### config.mk
export PLATFORM = sky130hd
export DESIGN_NAME = product_accumulator
export DESIGN_NICKNAME = d
export VERILOG_FILES = /design/src/rtl/mult_pkg.sv /design/src/rtl/product_accumulator_block_counter.sv /design/src/rtl/product_accumulator.sv
export SDC_FILE = /design/constraint.sdc
export NUM_CORES = 1
export LEC_CHECK = 0
export CAP_MARGIN = 20
export CORE_MARGIN = 2
export CORE_UTILIZATION = 45
export DETAILED_ROUTE_END_ITERATION = 7
export HOLD_SLACK_MARGIN = 0.05
export PLACE_DENSITY = 0.83
export RECOVER_POWER = 25
export SKIP_CTS_REPAIR_TIMING = 1
export SLEW_MARGIN = 10
export SYNTH_ARGS = -nofsm -noshare
export SYNTH_HDL_FRONTEND = slang
export SYNTH_SLANG_ARGS = --single-unit
### constraint.sdc
create_clock -name clk -period 3.7 [get_ports clk]
set_input_delay 0.74 -clock clk [delete_from_list [all_inputs] [get_ports clk]]
set_output_delay 0.74 -clock clk [all_outputs]
set_load 0.005 [all_outputs]
### src/rtl/mult_pkg.sv
// Shared definitions for the multiplier / product-accumulator slice:
// operand and product widths, accumulator FSM states, and a width helper.
package mult_pkg;

   localparam int unsigned P_W = 7;
   localparam int unsigned A_W = 4;
   localparam int unsigned B_W = 3;

   typedef enum logic {
      ACCUM = 1'b0,
      HOLD  = 1'b1
   } state_e;

   // Smallest accumulator width that sums COUNT products of width p_w exactly.
   function automatic int unsigned acc_w_min(input int unsigned p_w, input int unsigned count);
      return p_w + $clog2(count);
   endfunction

endpackage

### src/rtl/product_accumulator_block_counter.sv
// Counts accepted products within one block; `last` marks the final slot so
// the counter wraps to zero only on the block's closing accept or a clear.
module block_counter #(
   parameter int unsigned COUNT = 4,
   parameter int unsigned CNT_W = $clog2(COUNT)
) (
   input  logic clk,
   input  logic rst_n,
   input  logic clr,
   input  logic inc,
   output logic last
);

   logic [CNT_W-1:0] cnt_d, cnt_q;

   assign last = (cnt_q == CNT_W'(COUNT - 1));

   always_comb begin
      cnt_d = cnt_q;
      if (clr) begin
         cnt_d = '0;
      end else if (inc) begin
         cnt_d = last ? '0 : cnt_q + CNT_W'(1);
      end
   end

   always_ff @(posedge clk or negedge rst_n) begin
      if (!rst_n) begin
         cnt_q <= '0;
      end else begin
         cnt_q <= cnt_d;
      end
   end

endmodule

### src/rtl/product_accumulator.sv
// Sums COUNT consecutive products into one registered result with valid/ready
// on both sides. Define ACC_SAT_EN for saturating add with a sticky ovf flag.
module product_accumulator #(
   parameter int unsigned P_W   = mult_pkg::P_W,
   parameter int unsigned COUNT = 4,
   parameter int unsigned ACC_W = 10
) (
   input  logic             clk,
   input  logic             rst_n,
   input  logic             clr,
   input  logic             in_valid,
   output logic             in_ready,
   input  logic [P_W-1:0]   p,
   output logic             out_valid,
   input  logic             out_ready,
   output logic [ACC_W-1:0] acc_out,
   output logic             ovf
);

   import mult_pkg::*;

   state_e           state_d, state_q;
   logic [ACC_W-1:0] acc_d, acc_q;
   logic [ACC_W-1:0] acc_out_d, acc_out_q;
   logic [ACC_W-1:0] sum;
   logic             accept;
   logic             last;

   assign in_ready  = (state_q == ACCUM);
   assign out_valid = (state_q == HOLD);
   assign acc_out   = acc_out_q;
   assign accept    = in_valid & in_ready & ~clr;

   block_counter #(
      .COUNT (COUNT)
   ) u_block_counter (
      .clk   (clk),
      .rst_n (rst_n),
      .clr   (clr),
      .inc   (accept),
      .last  (last)
   );

`ifdef ACC_SAT_EN
   logic [ACC_W:0] sum_full;
   logic           carry;
   logic           ovf_d, ovf_q;

   // Once saturated, every further non-zero add carries again, so acc stays all-ones.
   always_comb begin
      sum_full = {1'b0, acc_q} + {1'b0, ACC_W'(p)};
      carry    = sum_full[ACC_W];
      sum      = carry ? '1 : sum_full[ACC_W-1:0];
   end

   assign ovf = ovf_q;
`else
   assign sum = acc_q + ACC_W'(p);
   assign ovf = 1'b0;
`endif

   always_comb begin
      state_d   = state_q;
      acc_d     = acc_q;
      acc_out_d = acc_out_q;
`ifdef ACC_SAT_EN
      ovf_d     = ovf_q;
`endif
      if (clr) begin
         state_d = ACCUM;
         acc_d   = '0;
`ifdef ACC_SAT_EN
         ovf_d   = 1'b0;
`endif
      end else begin
         case (state_q)
            ACCUM: begin
               if (accept) begin
`ifdef ACC_SAT_EN
                  ovf_d = ovf_q | carry;
`endif
                  if (last) begin
                     acc_out_d = sum;
                     acc_d     = '0;
                     state_d   = HOLD;
                  end else begin
                     acc_d = sum;
                  end
               end
            end
            HOLD: begin
               if (out_ready) begin
                  state_d = ACCUM;
`ifdef ACC_SAT_EN
                  ovf_d   = 1'b0;
`endif
               end
            end
            default: state_d = ACCUM;
         endcase
      end
   end

   always_ff @(posedge clk or negedge rst_n) begin
      if (!rst_n) begin
         state_q   <= ACCUM;
         acc_q     <= '0;
         acc_out_q <= '0;
      end else begin
         state_q   <= state_d;
         acc_q     <= acc_d;
         acc_out_q <= acc_out_d;
      end
   end

`ifdef ACC_SAT_EN
   always_ff @(posedge clk or negedge rst_n) begin
      if (!rst_n) begin
         ovf_q <= 1'b0;
      end else begin
         ovf_q <= ovf_d;
      end
   end
`endif

endmodule

* Word level (Yosys, flattened, before mapping) *
Index checks and enable logic that the tools add are counted.

storage, ports and cells
  bits in registers = 23
  input bits = 12
  output and inout bits = 13
  word-level logic and storage cells = 27

cells by class
  add/sub/neg operators = 2
  equal/unequal tests = 2
  muxes and demuxes = 12
  bitwise gates (word level) = 4
  reductions and logical operators = 3

operator list
  operator                                     count
  2-to-1 mux 10 bit                            4
  adder 10 x 7 -> 10 bit                       1
  2-to-1 mux 2 bit                             3
  2-to-1 mux 1 bit                             4
  AND reduction 4 bit                          1
  adder 2 x 1 -> 2 bit, second input constant  1
  bitwise AND 1 bit                            2
  equality test 2 bit, second input constant   1
  != test 2 bit, second input constant         1
  NOT 1 bit                                    2
  one-hot mux 1 bit (2 select lines)           1
  AND reduction 2 bit                          1
  nonzero test 2 bit                           1

* Longest topological paths before layout *
Gate-level depths: netlist of run 1.

  depth in word-level cells = 6
  gate-level depth with buffers = 8
  gate-level depth less buffers = 8

* Cells and area by module *
Synthesis of run 1 repeated with hierarchy kept, for this count alone.

second synthesis, totals
  cell total of the unflattened synthesis = 120
  area total of the unflattened synthesis = 1,211.2 µm²

modules (own cells, without submodules)
  module               instances  cells an instance  area each (µm²)  sequential area each (µm²)
  product_accumulator  1          112                1,111.1          525.5
  block_counter        1          8                  100.1            50.0

* Worst setup path before layout of run 1 *
No wires, ideal clock.

  path kind = in2reg
  from = in p[0]
  to = reg acc_out_q[6], in the netlist acc_out[6]
  library setup time = 125 ps
  arrival = 2,063 ps
  data required time = 3,575 ps
  slack = 1,512 ps
  cell stages on the path = 8
  buffers on the path = 0
  path through = ha_1 inv_1 fa_1 nand2b_1 a21oi_1 nor2b_1 xnor2_1 mux2_2

on the way
  cells in the longest elaborated chain, start to end = 1

ends and longest elaborated chain
  what                    line                        text
  start, declared         product_accumulator.sv:13   input logic [P_W-1:0] p,
  adder 10 x 7 -> 10 bit  product_accumulator.sv:58   assign sum = acc_q + ACC_W'(p);
  end signal, assigned    product_accumulator.sv:112  acc_out_q <= acc_out_d;
  end, declared           product_accumulator.sv:24   logic [ACC_W-1:0] acc_out_d, acc_out_q;

Every way passes these cells.
A chain may end at the register's enable or synchronous reset.

* Final worst setup path of run 1 *
Same ends and word-level chain as after synthesis.

==> impl_metrics.ini, run 1 <==
[setup_path]
number_of_cells_on_the_critical_path = 9
regToRegSetupSlack_ns = 1.76
reg2reg_depth = 8
path_cells = clkdlybuf4s50_1, ha_1, inv_1, fa_1, nand2b_1, a21oi_1, nor2b_1, xnor2_1, mux2_2
cp_data_arrival_time_ns = 2.68
worstSetupEndpointType = flop
crit_path_start_kind = input port
timing.critical_path.slowest_cell_delay_ns = 0.46
crit_buf_inv = 2
required_ns = 3.91
critical-path-slowest-cell = clkdlybuf4s50_1
critPathKind = input port to flop
cp_top_family = adder cells
critical_path.max_fanout = 2

[floorplanning]
row_count = 19
fp.dieArea_um2 = 3209
core_box_area_um2 = 2686
io_pins = 25
dieHeight_um = 56.65
dieWidth_um = 56.65
start_util = 0.4644

[layout]
insertedDiodeCount = 0
final_area_um2 = 1530
mostFrequentLayoutCell = dfrtp_1
layout-drive-gt1-share = 0.08108
finish.utilization = 0.5696
syn_to_final_growth_pct = 22.67
layout.cells.most_common_list = dfrtp_1 (23), clkdlybuf4s50_1 (22), nand2_1 (16), a21oi_1 (13), o21ai_0 (10)
layout.filler_cells = 238
finalNonFillerCells = 179
layout.nets = 170

[synth]
post_synthesis_area_per_instance_um2 = 10.14
yosys_register_bits = 23
synth_cell_types = 31
synth-seq-area-share = 0.4614
synth.net_count = 144
syn-instance-count = 123
synthesis.area_um2 = 1247
synth-warning-count = 0

[clock_network]
cts_htree_levels = 1
cts.reportedPaths.clkPinSlew_ns = 0.12
cts_sinks = 23
cts.path.max_buffers = 2
cts_inserted_buffers = 3
worst_skew_pair.late_latency_ns = 0.31
cts_root_buf = clkbuf_4
cts_tree = done

[grt]
maximum_number_of_pins_on_one_net_before_global_route_repair = 24
grt_antenna_before_repair = 0
grt_usage = 0.1753
grt_overflow_total = 0
number_of_global_route_vias_before_repair = 1046
global_route_wire_length_before_repair_mm = 4.360

[sta]
setup_tns_ns = 0
rsz0062_at_grt = no
slew-limit-headroom = 0.3950
postLayoutSetupSlackWorst_ns = 1.234
post-route-period-util = 0.6666
drv_slew = 0
setup_viol = 0
fin_crit_ns = 2.466
max_clock_freq_mhz = 405.5
final.setup_skew_ns = 0.001681
worst-slew-pin-transition_ns = 0.9075
hold_ws_ns = 0.4978
report.final.hold_viol_count = 0

[worst_hold_path]
hp-class = flop to flop
min_path_cells = 2

[placement]
dpl.hpwl_mm = 1.813
buffers_added_on_ports = 23
gp_congestion = 0.8361
place_inst = 174
placedInstanceArea_um2 = 1500
preCtsSetupSlack_ns = 0.8863

[detailed_routing]
avgViaCountPerCell = 5.475
final_antenna_net_count = 0
drc = 0
wl_per_cell_um = 13.75
detail_route.first_pass.iterations = 5
postRouteWirelength_mm = 2.462
detailroute.via_count = 980
drt_first_iter_violations = 23

[pwr]
report.power.total_uw = 617.2
power.static_leakage_nw = 0.6842
power_density_nw_per_um2 = 403.3
ir_worst_vdd_uv = 297.9

[job]
max_cap_viol_count = 0

[run_status]
status = complete, no violations
## synth_stat cells (all sizes together)
cell,instances,share of area
conb,1,0.0030
ha,8,0.080
mux2i,2,0.016
buf,2,0.010
xor2,3,0.021
o2bb2ai,1,0.0070
mux2,4,0.036
a21oi,13,0.052
xnor2,5,0.035
nand3,1,0.0040
or3,2,0.014
nor3,1,0.0080
nor2b,3,0.015
nor2,5,0.015
o221a,1,0.0090
nand2b,4,0.026
o211ai,1,0.0060
nand2,16,0.048
dfrtp,23,0.46
fa,1,0.016
o31ai,1,0.0060
inv,6,0.018
o21ai,13,0.055
o21a,1,0.0060
clkbuf,1,0.0030
a22o,4,0.028
## where the power goes
part	internal, mW	switching (mW)	total, mW
Sequential	0.286	0.0218	0.308
Clock	0.0422	0.0746	0.117
Combinational	0.104	0.0883	0.193
## worst reg2reg max path, cell delays in order, from the launching register on
cell and delay, ns:
dfrtp_1 0.37, ha_1 0.17, inv_1 0.06, fa_1 0.39, nand2b_1 0.18, a21oi_1 0.19
nor2b_1 0.09, xnor2_1 0.14, mux2_2 0.26
## metal layers
metal / track usage / up-vias / wire length, µm
li1: - / 472 / -
met1: 0.2216 / 462 / 1048
met2: 0.2940 / 39 / 1203
met3: 0.02765 / 7 / 147
met4: 0.07823 / 0 / 63
met5: 0 / - / 0
## kinds of logic after synthesis
group | Yosys count | share of synthesized area
other | 1 | 0.003006
XOR/XNOR | 8 | 0.05617
AO/OA/AOI/OAI | 35 | 0.1695
flip-flops | 23 | 0.4614
AND/OR/NAND/NOR | 32 | 0.1304
buffers and inverters | 9 | 0.03109
adder cells (fa/ha/maj) | 9 | 0.09629
multiplexers | 6 | 0.05215
## final cells by class
type	count	area, µm²	share of cell area
clock buffer	4	26.28	0.01717
inverter	6	22.52	0.01472
multi-input combinational	91	633.1	0.4137
sequential	23	575.6	0.3761
tap	31	38.79	0.02535
timing repair buffer	24	234.0	0.1529
## path summary, 6_finish.rpt
| path | startpoint | to |
|---|---|---|
| setup reg to reg | acc_q[0]$_DFFE_PN0P_ | acc_out[6]$_DFFE_PN0P_ |
| hold reg to reg | acc_out[9]$_DFFE_PN0P_ | acc_out[9]$_DFFE_PN0P_ |
| min in group asynchronous | rst_n | acc_out[8]$_DFFE_PN0P_ |
| max in group asynchronous | rst_n | acc_out[0]$_DFFE_PN0P_ |
| setup / recovery | p[0] | acc_out[6]$_DFFE_PN0P_ |
| hold / removal | acc_out[9]$_DFFE_PN0P_ | acc_out[9]$_DFFE_PN0P_ |
## registers in the layout, summed over array words and instances (netlist names)
name,flops
u_block_counter.cnt_q,2
acc_out,10
acc_q,10
out_valid,1
Note: power is estimated with default switching activity, not from simulation.
==> run 2: changes to the inputs <==
==> constraint.sdc (replaced) <==
create_clock -name clk -period 2.5 [get_ports clk]
set_input_delay 0.5 -clock clk [delete_from_list [all_inputs] [get_ports clk]]
set_output_delay 0.5 -clock clk [all_outputs]
set_load 0.005 [all_outputs]
==> impl_metrics.ini, run 2 (synthesized netlist as in run 1, its figures left out) <==
[clock_network]
cts_tree = done
worst_skew_pair.late_latency_ns = 0.30
cts_sinks = 23
cts_root_buf = clkbuf_4
cts.reportedPaths.clkPinSlew_ns = 0.12
cts_inserted_buffers = 3
cts_htree_levels = 1
cts.path.max_buffers = 2

[placement]
dpl.hpwl_mm = 1.889
place_inst = 176
gp_congestion = 0.8435
buffers_added_on_ports = 23
placedInstanceArea_um2 = 1515

[detailed_routing]
detailroute.via_count = 949
drt_first_iter_violations = 7
drc = 0
final_antenna_net_count = 0
wl_per_cell_um = 13.45
postRouteWirelength_mm = 2.421
detail_route.first_pass.iterations = 4
avgViaCountPerCell = 5.272

[layout]
layout.filler_cells = 228
layout-drive-gt1-share = 0.08725
finish.utilization = 0.5724
mostFrequentLayoutCell = dfrtp_1
layout.cells.most_common_list = dfrtp_1 (23), clkdlybuf4s50_1 (22), nand2_1 (16), a21oi_1 (13), o21ai_0 (10)
final_area_um2 = 1538
insertedDiodeCount = 0
finalNonFillerCells = 180
multi_input_area_um2 = 633.1
sequential_cell_area_um2 = 575.6
syn_to_final_growth_pct = 23.27
layout.nets = 171

[sta]
post-route-period-util = 0.8866
fin_crit_ns = 2.217
rsz0062_at_grt = no
final.setup_skew_ns = 0.001539
setup_viol = 0
slew-limit-headroom = 0.1977
drv_slew = 0
max_clock_freq_mhz = 451.1
report.final.hold_viol_count = 0
worst-slew-pin-transition_ns = 1.203
hold_ws_ns = 0.4947

[setup_path]
critical-path-slowest-cell = clkdlybuf4s50_1
regToRegSetupSlack_ns = 0.57
path_cells = clkdlybuf4s50_1, ha_1, inv_1, fa_1, nand2b_1, a21oi_1, nor2b_1, xnor2_1, mux2_2
required_ns = 2.70
cp_top_family = adder cells
critPathKind = input port to flop
worstSetupEndpointType = flop
crit_path_start_kind = input port
r2r_start = acc_q[0]$_DFFE_PN0P_
crit_buf_inv = 2
cp_data_arrival_time_ns = 2.42
critical_path.max_fanout = 2
worst_reg2reg_endpoint = acc_out[6]$_DFFE_PN0P_
reg2reg_depth = 8
timing.critical_path.slowest_cell_delay_ns = 0.46

[floorplanning]
core_box_area_um2 = 2686
io_pins = 25
dieHeight_um = 56.65
row_count = 19
fp.dieArea_um2 = 3209
dieWidth_um = 56.65
start_util = 0.4644

[grt]
number_of_global_route_vias_before_repair = 1021
grt_antenna_before_repair = 0
global_route_wire_length_before_repair_mm = 4.291
grt_usage = 0.1681
maximum_number_of_pins_on_one_net_before_global_route_repair = 24
grt_overflow_total = 0

[worst_hold_path]
hold_start = acc_out[1]$_DFFE_PN0P_
min_path_cells = 2
hold_path_end = acc_out[1]$_DFFE_PN0P_
hp-class = flop to flop

[pwr]
ir_worst_vdd_uv = 422.7
report.power.total_uw = 909.8
power_density_nw_per_um2 = 591.6
power.static_leakage_nw = 0.6885

[run_status]
status = complete, no violations

[job]
max_cap_viol_count = 0
run 2: per-stage QoR:
step                setup WS (ns)  setup TNS [ns]
CTS                        0.2659               0
global route               0.1448               0
detailed placement       -0.06984         -0.1037
finish                     0.2834               0
floorplan                  0.5519               0
global placement          0.01760               0
run 2: layout make-up:
class	instances	share of cell area
multi-input cells	91	0.4117
flip-flops and latches	23	0.3743
repair buffers	25	0.1570
well taps	31	0.02522
clock buffers	4	0.01709
inverters	6	0.01465
run 2: worst reg2reg max path, delay by kind of cell (launching register included):
family	cells	cell delay [ns]
DFF	1	0.37
and+or+nand+nor	2	0.26
xor gates and xnor gates	1	0.14
AOI/OAI and AO/OA	1	0.20
buffers and inverters	1	0.05
muxes	1	0.27
adders and majority gates	2	0.54
run 2: how the worst max path moves through the flow:
| stage | startpoint | endpoint | slack (ns) | depth (start not counted) |
|---|---|---|---|---|
| detailed placement | p[0] | acc_out[6]$_DFFE_PN0P_ | -0.07 | 9 |
| finish | p[0] | acc_out[6]$_DFFE_PN0P_ | 0.28 | 9 |
| global placement | p[0] | acc_out[6]$_DFFE_PN0P_ | 0.02 | 9 |
| floorplan | p[0] | acc_out[6]$_DFFE_PN0P_ | 0.55 | 8 |
| global route | p[0] | acc_out[6]$_DFFE_PN0P_ | 0.14 | 9 |
| CTS | p[0] | acc_out[6]$_DFFE_PN0P_ | 0.27 | 9 |
run 2: power breakdown:
part	switching, mW	internal (mW)	total, mW	leakage, nW
registers	0.0321	0.423	0.455	0.312
logic	0.131	0.156	0.286	0.362
clock network	0.106	0.0622	0.168	0.0150
run 2: per-layer routing:
| layer | part of all wire | vias to the layer above | GRT usage | wire length [µm] |
|---|---|---|---|---|
| met5 | 0 | - | 0 | 0 |
| met4 | 0.013 | 0 | 0.04082 | 31 |
| met3 | 0.042 | 4 | 0.03226 | 101 |
| met2 | 0.51 | 18 | 0.2973 | 1241 |
| met1 | 0.43 | 449 | 0.2098 | 1047 |
| li1 | - | 478 | - | - |
